## src/rtl/ewb_drain.sv

```systemverilog
// Drains eviction-write-buffer lines to memory as 64-bit beats and serves L2 fill reads.
// Optional build macro EWB_DRAIN_FULL_PRIO_EN lets a full buffer win IDLE arbitration over a read.
module ewb_drain #(
  parameter int BEATS = 4
) (
  input  logic         clk,
  input  logic         rst,
  input  logic         ewb_empty_i,
  input  logic         ewb_full_i,
  input  logic [255:0] ewb_data_i,
  input  logic [31:0]  ewb_addr_i,
  output logic         ewb_yumi_o,
  input  logic         rd_req_i,
  input  logic [31:0]  rd_addr_i,
  output logic [255:0] rd_data_o,
  output logic         rd_done_o,
  output logic [31:0]  pmem_addr_o,
  output logic         pmem_read_o,
  output logic         pmem_write_o,
  output logic [63:0]  pmem_wdata_o,
  input  logic [63:0]  pmem_rdata_i,
  input  logic         pmem_resp_i
);

  localparam int CW = (BEATS > 1) ? $clog2(BEATS) : 1;
  localparam logic [CW-1:0] LAST_BEAT = CW'(BEATS - 1);

  typedef enum logic [2:0] {
    IDLE     = 3'd0,
    WR_BURST = 3'd1,
    WR_DONE  = 3'd2,
    RD_BURST = 3'd3,
    RD_DONE  = 3'd4
  } state_e;

  state_e         state_r, state_s;
  logic [CW-1:0]  cnt_r, cnt_s;
  logic [255:0]   line_r, line_s;
  logic [255:0]   rdata_s;
  logic [26:0]    waddr_r, waddr_s;
  logic           full_prio_s;
  logic           addr_unused_s;

  // Line offset bits never reach memory; addresses are always line aligned.
  assign addr_unused_s = ^{ewb_addr_i[4:0], rd_addr_i[4:0]};

`ifdef EWB_DRAIN_FULL_PRIO_EN
  assign full_prio_s = ewb_full_i & ~ewb_empty_i;
`else
  logic full_unused_s;
  assign full_unused_s = ewb_full_i;
  assign full_prio_s   = 1'b0;
`endif

  // Next-state, beat counter, write-line latch and fill-line assembly.
  always_comb begin
    state_s = state_r;
    cnt_s   = cnt_r;
    line_s  = line_r;
    waddr_s = waddr_r;
    rdata_s = rd_data_o;
    case (state_r)
      IDLE: begin
        if (full_prio_s || (!rd_req_i && !ewb_empty_i)) begin
          state_s = WR_BURST;
          cnt_s   = {CW{1'b0}};
          line_s  = ewb_data_i;
          waddr_s = ewb_addr_i[31:5];
        end else if (rd_req_i) begin
          state_s = RD_BURST;
          cnt_s   = {CW{1'b0}};
        end else begin
          state_s = IDLE;
        end
      end
      WR_BURST: begin
        if (pmem_resp_i) begin
          if (cnt_r == LAST_BEAT) begin
            cnt_s   = {CW{1'b0}};
            state_s = WR_DONE;
          end else begin
            cnt_s = cnt_r + 1'b1;
          end
        end else begin
          cnt_s = cnt_r;
        end
      end
      WR_DONE: state_s = IDLE;
      RD_BURST: begin
        if (pmem_resp_i) begin
          rdata_s[{cnt_r, 6'd0} +: 64] = pmem_rdata_i;
          if (cnt_r == LAST_BEAT) begin
            cnt_s   = {CW{1'b0}};
            state_s = RD_DONE;
          end else begin
            cnt_s = cnt_r + 1'b1;
          end
        end else begin
          cnt_s = cnt_r;
        end
      end
      RD_DONE: state_s = IDLE;
      default: begin
        state_s = IDLE;
        cnt_s   = {CW{1'b0}};
      end
    endcase
  end

  // State and registered outputs; strobes are decoded from the next state so they align with it.
  always_ff @(posedge clk or negedge rst) begin
    if (!rst) begin
      state_r      <= IDLE;
      cnt_r        <= {CW{1'b0}};
      line_r       <= 256'd0;
      waddr_r      <= 27'd0;
      rd_data_o    <= 256'd0;
      pmem_write_o <= 1'b0;
      pmem_read_o  <= 1'b0;
      ewb_yumi_o   <= 1'b0;
      rd_done_o    <= 1'b0;
      pmem_wdata_o <= 64'd0;
      pmem_addr_o  <= 32'd0;
    end else begin
      state_r      <= state_s;
      cnt_r        <= cnt_s;
      line_r       <= line_s;
      waddr_r      <= waddr_s;
      rd_data_o    <= rdata_s;
      pmem_write_o <= (state_s == WR_BURST);
      pmem_read_o  <= (state_s == RD_BURST);
      ewb_yumi_o   <= (state_s == WR_DONE);
      rd_done_o    <= (state_s == RD_DONE);
      pmem_wdata_o <= line_s[{cnt_s, 6'd0} +: 64];
      pmem_addr_o  <= (state_s == RD_BURST) ? {rd_addr_i[31:5], 5'd0} : {waddr_s, 5'd0};
    end
  end

endmodule

```

## config.mk

```make
export PLATFORM = sky130hd
export DESIGN_NAME = ewb_drain
export DESIGN_NICKNAME = d
export VERILOG_FILES = /design/src/rtl/ewb_drain.sv
export SDC_FILE = /design/constraint.sdc
export NUM_CORES = 1
export LEC_CHECK = 0
export ABC_CLOCK_PERIOD_IN_PS = 6700
export BUFFER_PORTS_ARGS = -buffer_cell sky130_fd_sc_hd__buf_2
export CORE_AREA = 3 3 287 289
export CTS_BUF_LIST = sky130_fd_sc_hd__clkbuf_4
export DETAILED_ROUTE_END_ITERATION = 16
export DIE_AREA = 0 0 290 292
export SLEW_MARGIN = 25
export SYNTH_ARGS = -nofsm -noshare
export SYNTH_HDL_FRONTEND = slang
export SYNTH_SLANG_ARGS = --single-unit
```

## constraint.sdc

```tcl
create_clock -name clk -period 6.7 [get_ports clk]
set_input_delay 1.34 -clock clk [delete_from_list [all_inputs] [get_ports clk]]
set_output_delay 1.34 -clock clk [all_outputs]
set_load 0.005 [all_outputs]
```

### Yosys cells after proc, flatten, opt, wreduce, memory -nomap -nowiden

Index checks and enable logic that the tools add are counted.
W data, S select, Z words.

* equal/unequal tests: 9
* $add $sub $neg: 2
* multipliers: 0
* div/mod/pow operators: 0
* mux-type cells: 18
* magnitude comparators: 0
* reductions and logical operators: 7
* bitwise operators: 0
* shift operators: 3

Operator list (count)
* $mux W256: 2
* $bwmux W256: 1
* $shift A64 B10 Y256 const A: 1
* $shiftx A256 B9 Y64: 1
* $shiftx A64 B10 Y256: 1
* $mux W27: 2
* $mux W32: 1
* $eq A3 B2 Y1 const B: 4
* $mux W2: 6
* $mux W3: 4
* $neg A8 Y10: 1
* $pmux W3 S3: 1
* $eq A3 B1 Y1 const B: 2
* $eq A3 B3 Y1 const B: 2
* $pmux W2 S3: 1
* $reduce_or A2 Y1: 2
* $logic_not A3 Y1: 1
* $add A2 B1 Y2 const B: 1
* $eq A2 B2 Y1 const B: 1
* $logic_not A1 Y1: 2
* $reduce_and A2 Y1: 1
* $logic_and A1 B1 Y1: 1

* input port bits: 390
* bits in registers: 644
* bits in writable memories: 0
* memory bits (read-only): 0
* memories kept: 0
* bits in latches: 0

### Longest topological paths before layout

Gate-level depths: netlist (run 1).

* depth in word-level cells: 6
* gate-level depth with buffers: 10
* depth with buffers taken out: 6

### Worst setup path after synthesis (run 1)

Ideal clock, no wire load.

* kind: input port to flip-flop
* start point: in rd_req_i
* end point: reg pmem_wdata_o[34]
* path slack: 3.539 ns
* data arrival time: 3.037 ns
* path buffers: 3
* cell stages on the path: 7
* cell sequence: or4_1 > clkbuf_1 > buf_6 > buf_6 > mux2_4 > mux2_2 > mux2_2

* cells in the longest elaborated chain, start to end: 5

RTL lines
* start, declared: line 13 `input logic rd_req_i,`
* $logic_not A1 Y1: line 64 `if (full_prio_s || (!rd_req_i && !ewb_empty_i)) begin`
* $logic_and A1 B1 Y1: line 64
* $mux W256: line 64
* $mux W256: line 62 `case (state_r)`
* named net line_s[162]: line 38 `logic [255:0] line_r, line_s;`
* $shiftx A256 B9 Y64: line 134 `pmem_wdata_o <= line_s[{cnt_s, 6'd0} +: 64];`
* end signal, assigned: line 134
* end, declared: line 20 `output logic [63:0] pmem_wdata_o,`

The timed path passes the listed nets, and every way through them passes these cells.
A chain may end at the register's enable or synchronous reset.

### Final worst setup path (run 1)

* start point: reg state_r[1]
* end point: reg pmem_wdata_o[16]

RTL lines
* start, declared: line 36 `state_e state_r, state_s;`
* start signal, assigned: line 125 `state_r <= state_s;`
* $logic_not A3 Y1: line 62
* $mux W256: line 62
* named net line_s[144]: line 38
* $shiftx A256 B9 Y64: line 134

The timed path passes the listed nets, and every way through them passes these cells.

==> results of run 1 <==
## flip-flops by register name (all words and copies together), names as in the netlist
signal	flops
pmem_addr_o	27
pmem_wdata_o	64
pmem_write_o	1
pmem_read_o	1
cnt_r	2
line_r	256
waddr_r	27
rd_data_o	256
state_r	3
ewb_yumi_o	1
rd_done_o	1
## cell usage after synthesis (all sizes together), types with 2 or more instances
cell | count | area share, %
dfrtp | 639 | 62
nand2 | 523 | 7.6
mux2 | 355 | 16
o21ai | 258 | 5.0
mux2i | 147 | 5.7
clkbuf | 92 | 1.3
buf | 54 | 1.2
ha | 6 | 0.29
inv | 4 | 0.058
a21oi | 3 | 0.058
nor3b | 3 | 0.088
and3 | 2 | 0.049
nand3 | 2 | 0.039
nor2 | 2 | 0.029
or2 | 2 | 0.049
## worst max-delay path: stages (launching register included)
cell and delay, ps:
sky130_fd_sc_hd__dfrtp_1 510, sky130_fd_sc_hd__or2_1 230, sky130_fd_sc_hd__or4_4 700, sky130_fd_sc_hd__buf_4 730
sky130_fd_sc_hd__mux2_2 430, sky130_fd_sc_hd__mux2_2 260, sky130_fd_sc_hd__mux2_2 260
## metal layers
metal	track usage, %	routed length, um
met1	20.6	30200
met2	28.4	36100
met3	8.58	8020
met4	6.49	1870
met5	0	262
## cell type report
class | instances | share of cell area [%]
multi-input combinational | 1318 | 28.0
clock inverter | 23 | 0.578
tap | 1060 | 4.05
inverter | 4 | 0.0459
timing repair buffer | 754 | 12.0
antenna | 25 | 0.191
clock buffer | 275 | 6.31
sequential | 639 | 48.9
## cells by family (layout without fill, tap and decap cells)
logic type	Yosys count	after routing	synth area share [%]
XOR/XNOR	1	1	0.0341
buffers and inverters	150	1056	2.57
adder cells (fa/ha/maj)	6	6	0.292
multiplexers	502	502	21.6
AO/OA/AOI/OAI	265	265	5.21
AND/OR/NAND/NOR	539	539	8.04
other	1	30	0.0146
flip-flops	639	639	62.2
## metrics by stage
step                      instances  setup WS (ps)  hold WS [ps]
after CTS                      4072           3310           271
after detailed placement       3774           2630           465
final                          4098           3370           424
after global placement         3774           2630           457
after floorplan                2107           3540           466
after global routing           4088           3080           323
## worst min-delay path by stage
stage	start	slack, ps	to	cells after the start
2_1_floorplan	line_r[134]	470	line_r[134]	1
3_3_place_gp	rd_data_o[16]	460	rd_data_o[16]	2
3_5_place_dp	rd_data_o[27]	460	rd_data_o[27]	2
4_1_cts	rst	270	line_r[39]	1
5_1_grt	rst	320	line_r[161]	1
6_report	rst	420	pmem_wdata_o[33]	1
## report_power, final
group | switching, mW | leakage, nW | internal (mW)
registers | 0.580 | 8.17 | 5.54
clock network | 1.62 | 1.36 | 1.96
logic | 2.79 | 6.78 | 2.59
total | 4.99 | 16.3 | 10.1
==> run summary, run 1 <==
For the residual DRC count, the log shows 0. Most common flop cell mapped by yosys: sky130_fd_sc_hd__dfrtp_1. The floorplan step set the die height to 292 um. Critical path arrival: 4150 ps. In this run the cell area of the synthesized design comes to 25700 um^2. The area of the multi-input gates is 9150 um^2, and the post-route setup TNS is 0 ps. At the end of the flow, the number of nets in the layout was 3284. For this block, the initial DRC count from the detailed router was 887.

The number of global-route vias before repair is 19500. The top cell types in the final layout, fill and taps aside, are 728 x sky130_fd_sc_hd__buf_2, 639 x sky130_fd_sc_hd__dfrtp_1, 519 x sky130_fd_sc_hd__nand2_1. The total overflow left after global routing is 0.

The first global-routing pass estimated 117 mm of wire. In this run, post-CTS repair resized a total of 0 instances. The overall global routing resource usage is 17.7%, and the number of placement rows is 104. Derived from the worst setup path, the maximum achievable clock frequency is 0.300 GHz.

The number of top-level design ports is 746, and the wire length reported by the detailed router is 76.4 mm. The run gives 16000 um^2 as the register cell area after layout. For this design the ratio of total power to cell area is 461 nW/um^2.

Yosys printed 0 warnings. The die covers 84700 um^2. The core utilization of the finished layout is 40.8%, and the reported leakage power is 16.3 nW. For the worst slew margin relative to its limit, the log shows 34.6%. The run gives 32 as the number of distinct library cells after synthesis. Counting cells, the worst reg-to-reg path comes to 6. Max-cap violations in this run came to 0. Setup repair after global routing left no endpoint under its margin. The flow ran to the end, and the final reports show no timing, DRC or antenna violations. For the buffers inserted during post-CTS setup optimization, the log shows 0. The tools report the final design instance area without fill as 32700 um^2. The fraction of final layout cells with drive strength greater than 1 is 46.8%, and the slew at the pin closest to its max-slew limit is 981 ps.

Relative to the synthesized area, the layout overhead comes to 27.3%. The endpoint of the lowest-slack register-to-register path is pmem_wdata_o[16]. After synthesis, flip-flops and latches occupy 62.2% of the total area.

The routed layout has 18700 vias. In this run the worst setup path terminates at pmem_wdata_o[16]. The clock passes through at most 3 buffers. The average size of a mapped cell came out at 12.2 um^2.

For the finished layout, the period the worst path requires is 3330 ps. STA classifies the critical path endpoint as a flop. Dividing the detail-routed via count by the number of cells gives 4.57. The H-tree level count is 4, and the clock transition at the registers of the reported paths is 60 ps. The count of endpoints failing hold in the final timing report was 0; the number of pins exceeding their max-slew limit in the final report was 0. The fraction of the cycle the final worst path needs works out to 49.7%.

CTS saw 639 sinks. The setup path with the least slack is of type flop to flop. The total of endpoints with negative setup slack in the final report was 0. The library cell used most frequently in the layout, excluding fill and tap cells, is sky130_fd_sc_hd__buf_2. Yosys mapped a number of flops with a built-in enable equal to 0. Dividing the detail-routed wire length by the instance count gives 18.7 um. The required time of the critical path came out at 7520 ps. After technology mapping, the gate count stands at 2103. The placed standard-cell area is 30400 um^2.

The cell sitting at the root of the clock tree is a sky130_fd_sc_hd__clkbuf_4. The total CTS buffers was 171; the final weighted congestion in routability-driven placement was 0.810. STA classifies the critical path startpoint as a flop. The total of buffers placed on input and output ports works out to 729.

Buffers inserted to repair hold after CTS numbered 0. The width of the die works out to 290 um. The run gives 15.1 mW as the overall power of the completed layout. The run gives 152 as the pin count of the biggest net entering global routing. The type of the most critical hold path was input port to asynchronous set/reset pin.

The run gives 0 as the final antenna-violating net count. The launching point of the worst reg2reg path was state_r[1]. The peak ir drop on the vdd network came out at 0.260 mV.

The run gives 5 as the detailed-routing iteration count for the pre-antenna-repair pass. The effective utilization at floorplan was 32.1%. Of all flip-flops after synthesis, the portion carrying an async set or reset was 100%. The clock network latency to the later pin of the worst-skew pair is 990 ps, and the number of flip-flops and latches in the synthesized netlist is 639. The number of antenna violations at the first check in global routing was 47.

The filler cells instantiated in the layout total 7912. The highest net fanout along the worst path was 56; the half-perimeter wire length after placement was 53.4 mm. The tools report the worst setup path startpoint as state_r[1]. The tools report the internal reg-to-reg setup slack as 3370 ps.

TritonCTS built the clock tree. The region available for standard cell placement spans 80200 um^2. On the final layout, the worst clock skew is 62.1 ps.
Note: power is estimated with default switching activity, not from simulation.
==> run 2: changes to the inputs <==
--- a/config.mk
+++ b/config.mk
@@ -5,12 +5,12 @@
 export SDC_FILE = /design/constraint.sdc
 export NUM_CORES = 1
 export LEC_CHECK = 0
-export ABC_CLOCK_PERIOD_IN_PS = 6700
+export ABC_CLOCK_PERIOD_IN_PS = 2800
 export BUFFER_PORTS_ARGS = -buffer_cell sky130_fd_sc_hd__buf_2
-export CORE_AREA = 3 3 287 289
+export CORE_AREA = 3 3 286 288
 export CTS_BUF_LIST = sky130_fd_sc_hd__clkbuf_4
 export DETAILED_ROUTE_END_ITERATION = 16
-export DIE_AREA = 0 0 290 292
+export DIE_AREA = 0 0 289 291
 export SLEW_MARGIN = 25
 export SYNTH_ARGS = -nofsm -noshare
 export SYNTH_HDL_FRONTEND = slang
==> constraint.sdc (replaced) <==
create_clock -name clk -period 2.8 [get_ports clk]
set_input_delay 0.56 -clock clk [delete_from_list [all_inputs] [get_ports clk]]
set_output_delay 0.56 -clock clk [all_outputs]
set_load 0.005 [all_outputs]
==> run summary, run 2 (same netlist as run 1, synthesis figures left out) <==
Half-perimeter wire length after placement: 57.1 mm (+6.9%). The run gives 22300 (+15%) as the number of global-route vias before repair. The tree is rooted in a sky130_fd_sc_hd__clkbuf_4. The ratio of total power to cell area was 1000 nW/um^2 (+120%).

The die area is 84100 um^2 (-0.69%), and the wire length reported by the detailed router is 83.9 mm (+9.8%). The largest registers in the layout are line_r: 256 flops, rd_data_o: 256 flops, pmem_wdata_o: 64 flops. The count of routing violations after the opening detailed-route iteration was 839 (-5.4%). The clock skew is 62.5 ps (+0.339 ps). The run finished with clean final reports.

The clock tree buffer depth was 3 (unchanged). The run gives 0 (unchanged) as the buffers inserted during post-CTS setup optimization. The run gives 18.2 nW (+12%) as the reported leakage power. Total of buffers placed on input and output ports: 729 (unchanged). The number of cells traversed by the worst register-to-register path works out to 6 (unchanged).

The relative area change from synthesis to final layout is 44.5%, and the count of endpoints failing hold in the final timing report is 0 (unchanged). The total of endpoints with negative setup slack in the final report is 0 (unchanged). The final antenna-violating net count is 0 (unchanged), and the detailed-routing iteration count for the pre-antenna-repair pass is 5 (unchanged). The critical path is of the flop to flop type. The shortest clock period the worst path allows after layout was 2520 ps (-811 ps); the number of antenna violations at the first check in global routing was 17 (-64%).

Critical path arrival: 3310 ps (-840 ps). Endpoint of the lowest-slack register-to-register path: pmem_addr_o[26]. The number of nets at the end of the flow was 3714 (+13%). The number of maximum-capacitance constraint violations is 0 (unchanged). The tools report the launching point of the worst reg2reg path as state_r[0].

The width of the die is 289 um (-0.34%), and the H-tree level count is 4 (unchanged). The slew at the pin closest to its max-slew limit works out to 915 ps (-65.6 ps). The worst hold path begins at pmem_resp_i.

The tools report the residual DRC count as 0 (unchanged). The tools report the internal reg-to-reg setup slack as 280 ps (-3090 ps). The run gives 0 (unchanged) as the number of instances resized during post-cts repair.

The run gives 639 (unchanged) as the number of sinks on the clock net. For the total via count after detailed routing, the log shows 20600 (+9.8%). The run gives 0 (unchanged) as the number of pins exceeding their max-slew limit in the final report. The delay of the slowest cell on the worst path is 470 ps (-260 ps). Leaving out fill and tap cells, the most frequent cell in the layout is sky130_fd_sc_hd__buf_2. The tools report the effective utilization at floorplan as 32.5% (+0.42 points). The vertical die dimension works out to 291 um (-0.34%). The wire length per cell works out to 18.6 um (-0.32%).

Setup repair after global routing left no endpoint under its margin. In this run the worst hold path is classified as input port to flop. Pin count of the biggest net entering global routing: 129 (-15%).

The tools report the core utilization of the finished layout as 47.0% (+6.1 points). The tools report the final weighted congestion in routability-driven placement as 0.819 (+1.2%). The total grt overflow is 0 (unchanged). Startpoint kind of the worst setup timing path: a flop. The fraction of the cycle the final worst path needs is 90.0% (+40 points), and the post-route setup TNS is 0 ps (unchanged). In the layout the commonest cells are 728 x sky130_fd_sc_hd__buf_2, 639 x sky130_fd_sc_hd__dfrtp_1, 519 x sky130_fd_sc_hd__nand2_1. The critical path goes through or2_1, or4_4, buf_12, buf_12, mux2_2, mux2_2. For the clock network latency to the later pin of the worst-skew pair, the log shows 970 ps (-20 ps). The number of placement rows came out at 103 (-0.96%).

For the overall global routing resource usage, the log shows 19.8% (+2.0 points). STA classifies the critical path endpoint as a flop. The total of fill cells in the finished design is 7237 (-8.5%), and the mean number of vias per cell is 4.55 (-0.31%).

The area inside the core boundary was 79100 um^2 (-1.3%); the fraction of final layout cells with drive strength greater than 1 was 42.2% (-4.6 points). The clock transition at the registers of the reported paths is 60 ps (about the same). The slowest stage cell on the critical path is sky130_fd_sc_hd__or4_4. The highest net fanout along the worst path works out to 79 (+41%). The maximum frequency from static timing analysis is 0.397 GHz (+32%), and the total CTS buffers is 173 (+1.2%). For the worst slew margin relative to its limit, the log shows 38.8% (+4.2 points). TritonCTS built the clock tree.

The first-pass GRT wire length was 129 mm (+10%); the number of cells on the worst hold path was 5. The logs give 0.593 mV (+130%) for the peak ir drop on the vdd network and 746 (unchanged) for the number of top-level design ports. For the required time of the critical path, the log shows 3590 ps (-3930 ps). The worst hold path terminates at state_r[1].
==> run 2: cell count changes in the layout (fill, tap and decap cells not counted), moves of 2 or more <==
cell                            previous run  this run
sky130_fd_sc_hd__buf_12                    4        30
sky130_fd_sc_hd__buf_4                    20        42
sky130_fd_sc_hd__bufinv_16                 3         0
sky130_fd_sc_hd__clkbuf_4                275       269
sky130_fd_sc_hd__clkinv_1                  9        18
sky130_fd_sc_hd__clkinv_8                  0         4
sky130_fd_sc_hd__diode_2                  25        16
sky130_fd_sc_hd__dlygate4sd3_1             0       381
sky130_fd_sc_hd__inv_2                     3         1
sky130_fd_sc_hd__inv_6                     1         4
sky130_fd_sc_hd__inv_8                     0         2
==> run 2: per-layer routing <==
layer	wire, um	GRT usage, %	up-vias
met5	14	0	-
met4	3340	9.20	2
met3	6920	6.81	211
met2	40900	33.1	808
met1	32800	22.6	9896
li1	-	-	9638
==> run 2: power by group <==
part           switching [mW]  internal, mW  total (mW)
sequential               1.43          13.3        14.7
clock                    4.10          4.41        8.51
combinational            7.06          7.05        14.1
==> run 2: repair_timing <==
| item | 4_1_cts | 5_1_grt |
|---|---|---|
| hold endpoints to repair | 1064 | 0 |
| hold buffers | 381 | 0 |
| setup endpoints to repair | 0 | 0 |
==> run 2: worst max-delay path: cells and delay by family, from the launching register on <==
family | cells | cell delay, ps
flip-flops | 1 | 370
buffers and inverters | 2 | 560
AND/OR/NAND/NOR | 2 | 750
multiplexers | 2 | 590
==> run 2: stage by stage <==
step	area (um^2)	hold WS (ps)	instances	power, mW	worst slack, ps
after global placement	31000	457	3812	28.2	239
after detailed placement	31000	465	3812	28.5	229
after global routing	37200	59.0	4512	40.0	224
after CTS	37100	1.09	4498	37.7	324
final	37200	168	4514	37.3	281
after floorplan	25700	264	2107	22.7	359
==> run 2: final cells by class <==
type	count	area [um^2]	area share, %
flip-flops and latches	639	16000	43.0
diodes	16	40.0	0.108
inverters	4	15.0	0.0404
repair buffers	1182	8390	22.6
well taps	1050	1310	3.54
clock buffers	269	2020	5.44
multi-input cells	1318	9150	24.6
clock inverters	36	241	0.650
==> run 2: worst max-delay path by stage <==
stage / start / to / slack [ps]
2_1_floorplan: state_r[0] / pmem_wdata_o[34] / 360
3_3_place_gp: rd_req_i / pmem_wdata_o[33] / 240
3_5_place_dp: rd_req_i / pmem_wdata_o[33] / 230
4_1_cts: state_r[0] / pmem_wdata_o[45] / 320
5_1_grt: state_r[0] / pmem_wdata_o[60] / 220
6_report: state_r[0] / pmem_addr_o[26] / 280
